`src/rtl/chinpo_mem_responder.sv`:
```
// CHINPO memory responder: services level-held MemRead/MemWrite requests against a synchronous
// single-port RAM with WAIT_CYCLES wait states. Define CHINPO_MEM_WBUF_EN for a one-entry posted write buffer.
module chinpo_mem_responder #(
    parameter int unsigned ADDR_W      = 16,
    parameter int unsigned DATA_W      = 16,
    parameter int unsigned WAIT_CYCLES = 2
) (
    input  logic              CLK,
    input  logic              Reset,
    input  logic              MemRead,
    input  logic              MemWrite,
    input  logic [ADDR_W-1:0] Addr,
    input  logic [DATA_W-1:0] WriteData,
    output logic [DATA_W-1:0] ReadData,
    output logic              MemReady,
    output logic              MemError,
    output logic              WbufBusy,
    output logic              ram_en,
    output logic              ram_we,
    output logic [ADDR_W-1:0] ram_addr,
    output logic [DATA_W-1:0] ram_wdata,
    input  logic [DATA_W-1:0] ram_rdata
);

    typedef enum logic [2:0] {IDLE, WAIT, ACCESS, RDATA, RELEASE} state_t;

    localparam logic [3:0] WAIT_INIT = 4'(WAIT_CYCLES);
`ifdef CHINPO_MEM_WBUF_EN
    localparam bit WBUF_ON = 1'b1;
`else
    localparam bit WBUF_ON = 1'b0;
`endif

    state_t            state, state_nxt;
    logic [3:0]        cnt, cnt_nxt;
    logic [ADDR_W-1:0] lat_addr;
    logic [DATA_W-1:0] lat_wdata;
    logic              lat_write;
    logic [DATA_W-1:0] read_data_q;
    logic              ready_q, ready_nxt;
    logic              error_q, error_nxt;
    logic              accept;
    logic              strobes_low;
    logic              posted;
    logic              rel_pend;

    assign strobes_low = !MemRead && !MemWrite;

    // NOTE: every variable gets a default before the case so no path can leave it unassigned and infer a latch.
    always_comb begin
        state_nxt = state;
        cnt_nxt   = cnt;
        accept    = 1'b0;
        ready_nxt = 1'b0;
        error_nxt = 1'b0;
        unique case (state)
            IDLE: begin
                if (MemRead && MemWrite) begin
                    error_nxt = 1'b1;
                    state_nxt = RELEASE;
                end else if (MemRead || MemWrite) begin
                    accept    = 1'b1;
                    cnt_nxt   = WAIT_INIT;
                    state_nxt = (WAIT_INIT != 4'd0) ? WAIT : ACCESS;
                    if (WBUF_ON && MemWrite) ready_nxt = 1'b1;
                end
            end
            WAIT: begin
                // A posted write belongs to the responder now; only a live request can be abandoned.
                if (strobes_low && !posted) begin
                    state_nxt = IDLE;
                end else begin
                    cnt_nxt = cnt - 4'd1;
                    if (cnt == 4'd1) state_nxt = ACCESS;
                end
            end
            ACCESS: begin
                if (!lat_write) begin
                    state_nxt = RDATA;
                end else if (posted) begin
                    state_nxt = (rel_pend && !strobes_low) ? RELEASE : IDLE;
                end else begin
                    ready_nxt = 1'b1;
                    state_nxt = RELEASE;
                end
            end
            RDATA: begin
                ready_nxt = 1'b1;
                state_nxt = RELEASE;
            end
            RELEASE: begin
                if (strobes_low) state_nxt = IDLE;
            end
            default: state_nxt = IDLE;
        endcase
    end

    // NOTE: sequential state uses non-blocking assignments so every register samples pre-edge values.
    always_ff @(posedge CLK) begin
        if (!Reset) begin
            state       <= IDLE;
            cnt         <= 4'd0;
            lat_addr    <= '0;
            lat_wdata   <= '0;
            lat_write   <= 1'b0;
            read_data_q <= '0;
            ready_q     <= 1'b0;
            error_q     <= 1'b0;
        end else begin
            state   <= state_nxt;
            cnt     <= cnt_nxt;
            ready_q <= ready_nxt;
            error_q <= error_nxt;
            if (accept) begin
                lat_addr  <= Addr;
                lat_wdata <= WriteData;
                lat_write <= MemWrite;
            end
            if (state == RDATA) read_data_q <= ram_rdata;
        end
    end

`ifdef CHINPO_MEM_WBUF_EN
    logic wbuf_busy_q;
    logic rel_pend_q;

    // rel_pend_q remembers that the requester has not yet dropped the strobe of a posted write.
    always_ff @(posedge CLK) begin
        if (!Reset) begin
            wbuf_busy_q <= 1'b0;
            rel_pend_q  <= 1'b0;
        end else if (accept && MemWrite) begin
            wbuf_busy_q <= 1'b1;
            rel_pend_q  <= 1'b1;
        end else begin
            if (state == ACCESS) wbuf_busy_q <= 1'b0;
            if (strobes_low)     rel_pend_q  <= 1'b0;
        end
    end

    assign posted   = wbuf_busy_q;
    assign rel_pend = rel_pend_q;
    assign WbufBusy = wbuf_busy_q;
`else
    assign posted   = 1'b0;
    assign rel_pend = 1'b0;
    assign WbufBusy = 1'b0;
`endif

    assign ReadData  = read_data_q;
    assign MemReady  = ready_q;
    assign MemError  = error_q;
    assign ram_en    = (state == ACCESS);
    assign ram_we    = (state == ACCESS) && lat_write;
    assign ram_addr  = lat_addr;
    assign ram_wdata = lat_wdata;

endmodule

```
`config.mk`:
```
export PLATFORM = sky130hd
export DESIGN_NAME = chinpo_mem_responder
export DESIGN_NICKNAME = d
export VERILOG_FILES = /design/src/rtl/chinpo_mem_responder.sv
export SDC_FILE = /design/constraint.sdc
export NUM_CORES = 1
export LEC_CHECK = 0
export ABC_AREA = 1
export ABC_CLOCK_PERIOD_IN_PS = 1000
export CAP_MARGIN = 20
export CORE_MARGIN = 10
export CORE_UTILIZATION = 35
export DETAILED_ROUTE_END_ITERATION = 8
export HOLD_SLACK_MARGIN = 0.12
export PLACE_DENSITY = 0.7
export RECOVER_POWER = 25
export SETUP_SLACK_MARGIN = 0.5
export SYNTH_ARGS = -nofsm -noshare
export SYNTH_HDL_FRONTEND = slang
export SYNTH_SLANG_ARGS = --single-unit
```
`constraint.sdc`:
```
create_clock -name CLK -period 1 [get_ports CLK]
set_input_delay 0.15 -clock CLK [delete_from_list [all_inputs] [get_ports CLK]]
set_output_delay 0.15 -clock CLK [all_outputs]
set_load 0.05 [all_outputs]
```
==> flow_summary.json, run 1 <==
{
  "status": "finished, violations left",
  "violations": "setup timing",
  "postRouteAntennaNets": 0,
  "netlist_area_um2": 2300,
  "tns_ns": -15.79,
  "rsz0062_at_grt": "true",
  "finalHoldViolCount": 0,
  "grt_pass1_wl_um": 12700,
  "reg2reg_to": "ram_wdata[10]",
  "skew_ns": 0.00704,
  "pwr-share-comb_pct": 53.0,
  "cp-startpoint": "state[1]",
  "crit_arrival_ns": 1.55,
  "leakage_nw": 1.98,
  "antenna_found_initial": 0,
  "num-fill-cells": 373,
  "yosys_warnings": 0,
  "drc": 0,
  "synth_area_leaders": "dfxtp_1 50%, o21ai_0 9.3%, a21oi_1 7.8%",
  "overflow": 0,
  "layout-drive-gt1-share_pct": 56.0,
  "yosys_register_bits": 58,
  "die_area_um2": 10200,
  "grt_start_max_net_pins": 28,
  "finalWeightedCongestion": 0.818,
  "dpl_worst_slack_ns": -0.681,
  "htreeDepth": 3,
  "grt_pass1_vias": 2435,
  "dr.pass1.iters": 4,
  "max_stage_delay_ns": 0.34,
  "required_ns": 1.22,
  "path_class": "reg -> reg",
  "cp_max_fo": 7,
  "synth_cell_type_count": 23,
  "routed_wl_um": 8760,
  "swShare_pct": 40.0,
  "io_buffer_count": 103,
  "synth_fp_nets": 352,
  "setup_slack_ns": -0.332,
  "min_period_ns": 1.33,
  "seqPwrFrac_pct": 29.6,
  "yosys.area.top_type": "dfxtp_1",
  "postSynthCellCount": 295,
  "reg2reg_slack_ns": -0.33,
  "cts_tree": "done",
  "p_sw_mw": 4.73,
  "cap_violations": 0,
  "slew_viol_final": 0,
  "track_usage_pct": 15.8,
  "std_cell_rows": 29,
  "hp-class": "in -> reg",
  "fin_nets": 484,
  "irDropWorstVdd_v": 0.00207,
  "slowest_stage": "dfxtp_2",
  "pin_count": 105,
  "area_delta_synth_final_pct": 119,
  "vias_per_cell": 4.87,
  "dieHeight_um": 101,
  "crit_path_start_kind": "flip-flop",
  "cts_made_buffers": 9,
  "ff2ff_path_depth": 7,
  "wl_per_cell_um": 17.2,
  "antenna_cells": 0,
  "setup_viol": 60,
  "endpoint": "ram_wdata[10]",
  "start_util_pct": 36.1,
  "clkSlewWorstSetupHoldPaths_ns": 0.07,
  "core-area_um2": 6390,
  "max_freq_ghz": 0.751,
  "p_per_area_nw_per_um2": 2340,
  "clkPwrFrac_pct": 17.3,
  "end_kind": "flip-flop",
  "routed-via-count": 2478,
  "cts_buffer_depth": 2,
  "min_period_over_period_pct": 133,
  "crit_chain": "buf_6 -> nor2_4 -> nand3_4 -> buf_12 -> buf_16 -> o21ai_2 -> a21oi_1",
  "p_int_mw": 7.10,
  "dp_hpwl_um": 5380,
  "clock_sinks": 58,
  "root_buffer": "clkbuf_8",
  "die_x_um": 101,
  "ctsHoldBuffers": 0,
  "worstSkewPairLatency_ns": 0.33,
  "yosysSeqAreaShare_pct": 50.4,
  "syn_avg_cell_area_um2": 7.81,
  "holdWs_ns": 0.360,
  "drtIter0Drc": 63,
  "synth_top_area_share_pct": 50.4,
  "r2r-start": "state[1]"
}
==> power groups by stage <==
stage          Sequential, mW  Combinational (mW)  Clock [mW]
6_report                 3.51                6.28        2.05
3_5_place_dp             3.51                4.88           0
5_1_grt                  3.58                6.57        2.20
4_1_cts                  3.48                5.93        2.08
2_1_floorplan            4.64                1.42           0
3_3_place_gp             3.48                4.81           0
==> metrics by stage <==
stage                     cells  power (mW)  utilization (%)  instance area, µm²
after global routing        509        12.3             79.1                5050
after detailed placement    475        8.39             66.5                4250
after floorplan             295        6.06                -                2580
after global placement      475        8.29             66.5                4250
after CTS                   506        11.5             76.2                4870
final                       509        11.8             79.1                5050
==> synth_stat cells <==
library cell  instances
conb_1                1
inv_2                 3
ha_1                  5
buf_4                 2
clkinv_2              1
nand2_1              17
a21boi_0              1
nand3_2               2
o21ai_0              43
inv_1                47
buf_6                 5
dfxtp_1              58
buf_2                 1
clkbuf_1              5
nand3_1               8
a21oi_1              36
o21ai_1              10
nor2_1               43
nand3b_1              1
nor2_4                2
nand2_2               1
clkbuf_2              2
nor3_1                1
==> placed cells by master (no fill, tap or decap), drive strengths merged, types with 2 or more instances in the layout <==
| cell type | count |
|---|---|
| buf | 85 |
| dfxtp | 58 |
| o21ai | 53 |
| inv | 50 |
| clkdlybuf4s50 | 49 |
| nor2 | 45 |
| a21oi | 36 |
| nand2 | 18 |
| nand3 | 10 |
| clkbuf | 9 |
| clkinv | 6 |
| ha | 5 |
| dlygate4sd2 | 2 |
==> final cells by class <==
type / instances / area, µm² / area share [%]
sequential: 58 / 1360 / 26.9
inverter: 51 / 213 / 4.21
tap: 77 / 96.3 / 1.91
clock buffer: 9 / 124 / 2.45
clock inverter: 7 / 60.1 / 1.19
multi-input combinational: 171 / 1230 / 24.4
timing repair buffer: 136 / 1970 / 38.9
==> logic make-up (layout without fill, tap and decap cells) <==
group	Yosys count	after routing	share of synthesized area, %
buffers and inverters	66	203	12.9
DFF	58	58	50.4
and+or+nand+nor	75	75	14.2
other	1	1	0.163
AOI/OAI and AO/OA	90	90	19.7
adders and majority gates	5	5	2.71
==> repair_timing <==
action / in CTS / in global routing
gates cloned: 6 / 0
setup endpoints to repair: 110 / 110
pin swaps: 10 / 12
gates resized for setup: 104 / 37
buffers inserted: 9 / 3
==> how the worst min path moves through the flow <==
stage / from / end / slack (ns) / cells after the start
detailed placement: ram_wdata[13] / ram_wdata[13] / 0.47 / 2
finish: MemWrite / lat_write / 0.36 / 4
global placement: ram_addr[0] / ram_addr[0] / 0.46 / 2
CTS: MemWrite / lat_write / 0.36 / 4
floorplan: Reset / cnt[0] / 0.28 / 2
global route: Addr[15] / ram_addr[15] / 0.41 / 3
==> sequential cells by signal (all words and copies together), names as in the netlist <==
signal,flops
MemReady,1
MemError,1
state,3
cnt,4
ram_wdata,16
ram_addr,16
lat_write,1
ReadData,16
==> per-layer routing <==
| layer | track usage (%) | vias up | wire [µm] |
|---|---|---|---|
| met3 | 6.06 | 18 | 534 |
| li1 | - | 1208 | - |
| met1 | 17.7 | 1172 | 3260 |
| met5 | 0 | - | 0 |
| met2 | 26.1 | 80 | 4720 |
| met4 | 6.54 | 0 | 240 |
==> worst max-delay path, delay by kind of cell, from the launching register on <==
family | cells | cell delay, ns
buf+inv | 3 | 0.44
flops | 1 | 0.34
simple gates | 2 | 0.27
compound gates | 2 | 0.18
(Power assumes the default switching activity.)
==> run 2: changes to the inputs <==
--- a/config.mk
+++ b/config.mk
@@ -11,6 +11,7 @@
 export CORE_MARGIN = 10
 export CORE_UTILIZATION = 35
 export DETAILED_ROUTE_END_ITERATION = 8
+export GPL_ROUTABILITY_DRIVEN = 0
 export HOLD_SLACK_MARGIN = 0.12
 export PLACE_DENSITY = 0.7
 export RECOVER_POWER = 25
@@ -18,3 +19,4 @@
 export SYNTH_ARGS = -nofsm -noshare
 export SYNTH_HDL_FRONTEND = slang
 export SYNTH_SLANG_ARGS = --single-unit
+export TNS_END_PERCENT = 10
==> run 2 against run 1 <==
Against the previous run: cell area fell by 9.5%; power shrank 7.3%; critical path depth decreased by 2; first-iteration DRC count is 6.3% lower; critical path type is now reg -> out; via count fell by 6.4%; the run still ends with setup timing left; non-clock buffer count down 12; global-route usage fell by 2.0 points.
==> flow_summary.json, run 2 (synthesis gave the netlist of run 1 again) <==
{
  "pin_count": 105,
  "grt.met1_usage_pct": 13.7,
  "grtUsageMet3_pct": 10.0,
  "core-area_um2": 6390,
  "slew_viol_final": 0,
  "postRouteAntennaNets": 0,
  "end_kind": "output pin",
  "layout_commonest_cell": "buf_12",
  "violations": "setup timing",
  "routed_wl_um": 7890,
  "setup_slack_ns": -0.331,
  "path_class": "reg -> out",
  "r2r-start": "state[1]",
  "skew_ns": 0.00867,
  "cts_buffer_depth": 2,
  "cp-startpoint": "state[1]",
  "crit_arrival_ns": 1.18,
  "std_cell_rows": 29,
  "track_usage_pct": 13.8,
  "drtIter0Drc": 59,
  "antenna_found_initial": 0,
  "vias_per_cell": 4.67,
  "dp_hpwl_um": 5360,
  "max_freq_ghz": 0.751,
  "htreeDepth": 3,
  "routed-via-count": 2319,
  "drc": 0,
  "cp_max_fo": 3,
  "wl_per_cell_um": 15.9,
  "rsz0062_at_grt": "true",
  "worstSkewPairLatency_ns": 0.34,
  "die_x_um": 101,
  "grt_start_max_net_pins": 60,
  "setup_viol": 61,
  "dpl_worst_slack_ns": -0.719,
  "required_ns": 0.85,
  "reg2reg_to": "ram_addr[0]",
  "root_buffer": "clkbuf_8",
  "layout_common_cells": "55 x buf_12, 50 x clkdlybuf4s50_1, 47 x dfxtp_2",
  "endpoint": "ram_we",
  "busiest_layer": "met2",
  "fin_nets": 472,
  "min_period_over_period_pct": 133,
  "cap_violations": 0,
  "die_area_um2": 10200,
  "grt_use_met2_pct": 21.2,
  "grt_pass1_wl_um": 11200,
  "reg2reg_slack_ns": -0.33,
  "dieHeight_um": 101,
  "clkSlewWorstSetupHoldPaths_ns": 0.06,
  "p_per_area_nw_per_um2": 2400,
  "layout-drive-gt1-share_pct": 44.3,
  "ff2ff_path_depth": 6,
  "cts_tree": "done",
  "dr.pass1.iters": 4,
  "leakage_nw": 1.86,
  "start_util_pct": 36.1,
  "postLayoutCoreUtil_pct": 71.5,
  "crit_path_start_kind": "flip-flop",
  "hp-class": "in -> reg",
  "area_delta_synth_final_pct": 98.2,
  "overflow": 0,
  "finalHoldViolCount": 0,
  "status": "finished, violations left",
  "ctsHoldBuffers": 0,
  "antenna_cells": 0,
  "min_period_ns": 1.33,
  "grt_pass1_vias": 2314,
  "io_buffer_count": 103,
  "irDropWorstVdd_v": 0.00168,
  "cts_made_buffers": 9,
  "clock_sinks": 58
}
run 2: changes by cell type in the layout (fill, tap and decap cells not counted), moves of 7 or more:
cell	delta
dfxtp_4	-49
dfxtp_2	+44
o21ai_2	-16
buf_6	-7
o21ai_1	+19
run 2: worst max-delay path: stages (launching register included):
cell and delay, ns:
dfxtp_4 0.35, inv_2 0.05, nor2_4 0.12, nand2_4 0.08, nor2_4 0.10, buf_12 0.14
run 2: report_power, final:
part	internal, mW	switching, mW
Sequential	2.89	0.482
Combinational	2.48	2.89
Clock	1.27	0.948
run 2: worst min-delay path by stage:
stage                      start           end  slack, ns  cells after the start
global route            MemWrite     lat_write       0.34                      3
CTS                     MemWrite     lat_write       0.29                      3
global placement    ram_wdata[8]  ram_wdata[8]       0.47                      2
detailed placement  ram_wdata[3]  ram_wdata[3]       0.47                      2
finish                  MemWrite     lat_write       0.32                      3
floorplan           ram_rdata[0]   ReadData[0]       0.31                      2
run 2: final cells by class:
cell class | instances | area [µm²]
sequential | 58 | 1230
tap | 77 | 96.3
clock inverter | 5 | 52.6
timing repair buffer | 124 | 1820
multi-input combinational | 171 | 1010
inverter | 51 | 200
clock buffer | 11 | 151
fill | 476 | 1820
run 2: per-layer routing:
layer / routed length [µm] / part of all wire, %
met4: 126 / 1.6
met3: 1080 / 14
met1: 2890 / 37
met5: 0 / 0
met2: 3790 / 48
run 2: stage by stage:
stage / cells / cell area, µm² / hold slack, ns / power (mW) / TNS (ns)
floorplan: 295 / 2320 / 0.314 / 5.75 / -1.62
global placement: 475 / 4010 / 0.466 / 8.02 / -27.05
detailed placement: 475 / 4010 / 0.475 / 8.14 / -29.22
CTS: 494 / 4330 / 0.291 / 10.6 / -16.91
global route: 497 / 4570 / 0.342 / 11.5 / -19.00
finish: 497 / 4570 / 0.321 / 11.0 / -15.26
run 2: timing repair:
action | in CTS | in global routing
pin swaps | 2 | 3
cloned | 0 | 3
setup endpoints to repair | 110 | 110
gates resized for setup | 87 | 54
buffers inserted | 3 | 0
==> run 3: changes to the inputs <==
--- a/config.mk
+++ b/config.mk
@@ -5,15 +5,14 @@
 export SDC_FILE = /design/constraint.sdc
 export NUM_CORES = 1
 export LEC_CHECK = 0
-export ABC_AREA = 1
 export ABC_CLOCK_PERIOD_IN_PS = 1000
 export CAP_MARGIN = 20
 export CORE_MARGIN = 10
-export CORE_UTILIZATION = 35
+export CORE_UTILIZATION = 37
 export DETAILED_ROUTE_END_ITERATION = 8
 export GPL_ROUTABILITY_DRIVEN = 0
 export HOLD_SLACK_MARGIN = 0.12
-export PLACE_DENSITY = 0.7
+export PLACE_DENSITY = 0.74
 export RECOVER_POWER = 25
 export SETUP_SLACK_MARGIN = 0.5
 export SYNTH_ARGS = -nofsm -noshare
==> run 3 against run 2 <==
Against the previous run: the run still ends with setup timing left; clock skew hardly changed; sequential power is 21% lower; maximum frequency is 14% lower; largest power group is now registers; highest routed layer unchanged.
==> flow_summary.json, run 3 <==
{
  "synth_ff_type": "dfxtp_1",
  "root_buffer": "clkbuf_8",
  "holdPathStages": 3,
  "setup_slack_ns": -0.542,
  "antenna_cells": 0,
  "reg2reg_to": "lat_write",
  "drtIter0Drc": 52,
  "yosys-top-cells-count": "99 x nand2_1, 58 x dfxtp_1, 52 x a21oi_1",
  "crit_path_start_kind": "flip-flop",
  "p_per_area_nw_per_um2": 1530,
  "clock_sinks": 58,
  "fin_nets": 463,
  "htreeDepth": 3,
  "required_ns": 1.21,
  "max_stage_delay_ns": 0.53,
  "slowest_stage": "or4b_4",
  "cts_buffer_depth": 2,
  "antenna_found_initial": 0,
  "end_kind": "flip-flop",
  "postLayoutCoreUtil_pct": 78.9,
  "postRouteAntennaNets": 0,
  "start_util_pct": 38.5,
  "dr.pass1.iters": 4,
  "clkSlewWorstSetupHoldPaths_ns": 0.07,
  "cap_violations": 0,
  "vias_per_cell": 4.94,
  "violations": "setup timing",
  "drc": 0,
  "die_x_um": 98.9,
  "crit_arrival_ns": 1.75,
  "cts_tree": "done",
  "yosys_warnings": 0,
  "synth_fp_nets": 336,
  "grt_pass1_wl_um": 12500,
  "cp-startpoint": "state[2]",
  "synth_cell_type_count": 37,
  "r2r-start": "state[2]",
  "syn_avg_cell_area_um2": 8.26,
  "grt_start_max_net_pins": 34,
  "path_class": "reg -> reg",
  "worstSkewPairLatency_ns": 0.34,
  "yosysMostFrequentCell": "nand2_1",
  "overflow": 0,
  "min_period_over_period_pct": 154,
  "yosys.area.top_type": "dfxtp_1",
  "ff2ff_path_depth": 6,
  "synth_area_leaders": "dfxtp_1 50%, nand2_1 16%, a21oi_1 11%",
  "area_delta_synth_final_pct": 105,
  "core-area_um2": 5990,
  "min_period_ns": 1.54,
  "routed_wl_um": 8250,
  "synth_top_area_share_pct": 50.4,
  "setup_viol": 61,
  "crit_chain": "buf_6 -> or4b_4 -> buf_12 -> buf_16 -> nand2_2 -> a21oi_2",
  "grt_pass1_vias": 2476,
  "yosysSeqAreaShare_pct": 50.4,
  "cts_made_buffers": 9,
  "netlist_area_um2": 2300,
  "std_cell_rows": 28,
  "slew_viol_final": 0,
  "layout_commonest_cell": "nand2_1",
  "wl_per_cell_um": 17.0,
  "dieHeight_um": 98.9,
  "dpl_cell_area_um2": 4060,
  "io_buffer_count": 103,
  "cp_max_fo": 8,
  "postSynthCellCount": 279,
  "yosys_register_bits": 58,
  "layout-drive-gt1-share_pct": 47.9,
  "status": "finished, violations left",
  "tns_ns": -25.17,
  "reg2reg_slack_ns": -0.54,
  "pin_count": 105,
  "routed-via-count": 2400,
  "async_flop_share_pct": 0,
  "track_usage_pct": 15.6,
  "layout_common_cells": "84 x nand2_1, 57 x buf_12, 49 x clkdlybuf4s50_1",
  "synth_edf_count": 0,
  "leakage_nw": 1.86,
  "rsz0062_at_grt": "true",
  "dp_hpwl_um": 5480,
  "irDropWorstVdd_v": 0.00121,
  "skew_ns": 0.00898,
  "hp-class": "in -> reg",
  "max_freq_ghz": 0.649,
  "finalHoldViolCount": 0,
  "endpoint": "lat_write",
  "die_area_um2": 9790,
  "fin_area_um2": 4730
}
run 3: per-layer routing:
layer	track usage (%)	up-vias	share of wire, %
met4	6.84	0	2.7
met1	16.1	1123	40
met2	26.9	85	50
met3	6.77	20	7.6
met5	0	-	0
li1	-	1172	-
run 3: kinds of logic after synthesis:
family                     after synthesis  share of synthesized area, %
AOI/OAI and AO/OA                       64                          15.5
adders and majority gates                5                          2.71
buffers and inverters                   27                          7.17
DFF                                     58                          50.4
other                                    1                         0.163
and+or+nand+nor                        124                          24.1
run 3: worst max-delay path: cells and delay by family, from the launching register on:
kind / cells / cell delay [ns]
and+or+nand+nor: 2 / 0.61
DFF: 1 / 0.33
AOI/OAI and AO/OA: 1 / 0.05
buffers and inverters: 3 / 0.43
run 3: how the worst min path moves through the flow:
stage                             from      endpoint  slack, ns
after floorplan                  Reset      MemReady       0.27
after global placement     ram_addr[5]   ram_addr[5]       0.48
after detailed placement   ReadData[1]   ReadData[1]       0.48
after CTS                 WriteData[2]  ram_wdata[2]       0.33
after global routing      ram_rdata[6]   ReadData[6]       0.35
final                     WriteData[2]  ram_wdata[2]       0.35
run 3: final cells by class:
cell class                      instances  area [µm²]
Sequential cell                        58        1260
Timing Repair Buffer                  135        1960
Inverter                                8        30.0
Fill cell                             376        1260
Clock buffer                           11         141
Tap cell                               75        93.8
Multi-Input combinational cell        194        1170
Clock inverter                          5        77.6
run 3: report_power, final:
part,switching (mW),internal [mW]
sequential,0.176,2.48
clock,0.924,1.46
combinational,1.05,1.14
run 3: per-stage QoR:
step	total power [mW]	hold WS [ns]	setup slack, ns	instances
3_3_place_gp	4.41	0.478	-0.908	461
5_1_grt	7.50	0.352	-0.594	486
3_5_place_dp	4.45	0.485	-0.972	461
4_1_cts	7.19	0.333	-0.537	486
6_report	7.23	0.349	-0.542	486
2_1_floorplan	3.54	0.268	-0.553	279
run 3: what timing repair did:
item	CTS	global route
setup buffers	5	0
setup endpoints to repair	110	110
pin swaps	20	12
hold buffers	0	0
gates cloned	4	0
gates resized for setup	81	43
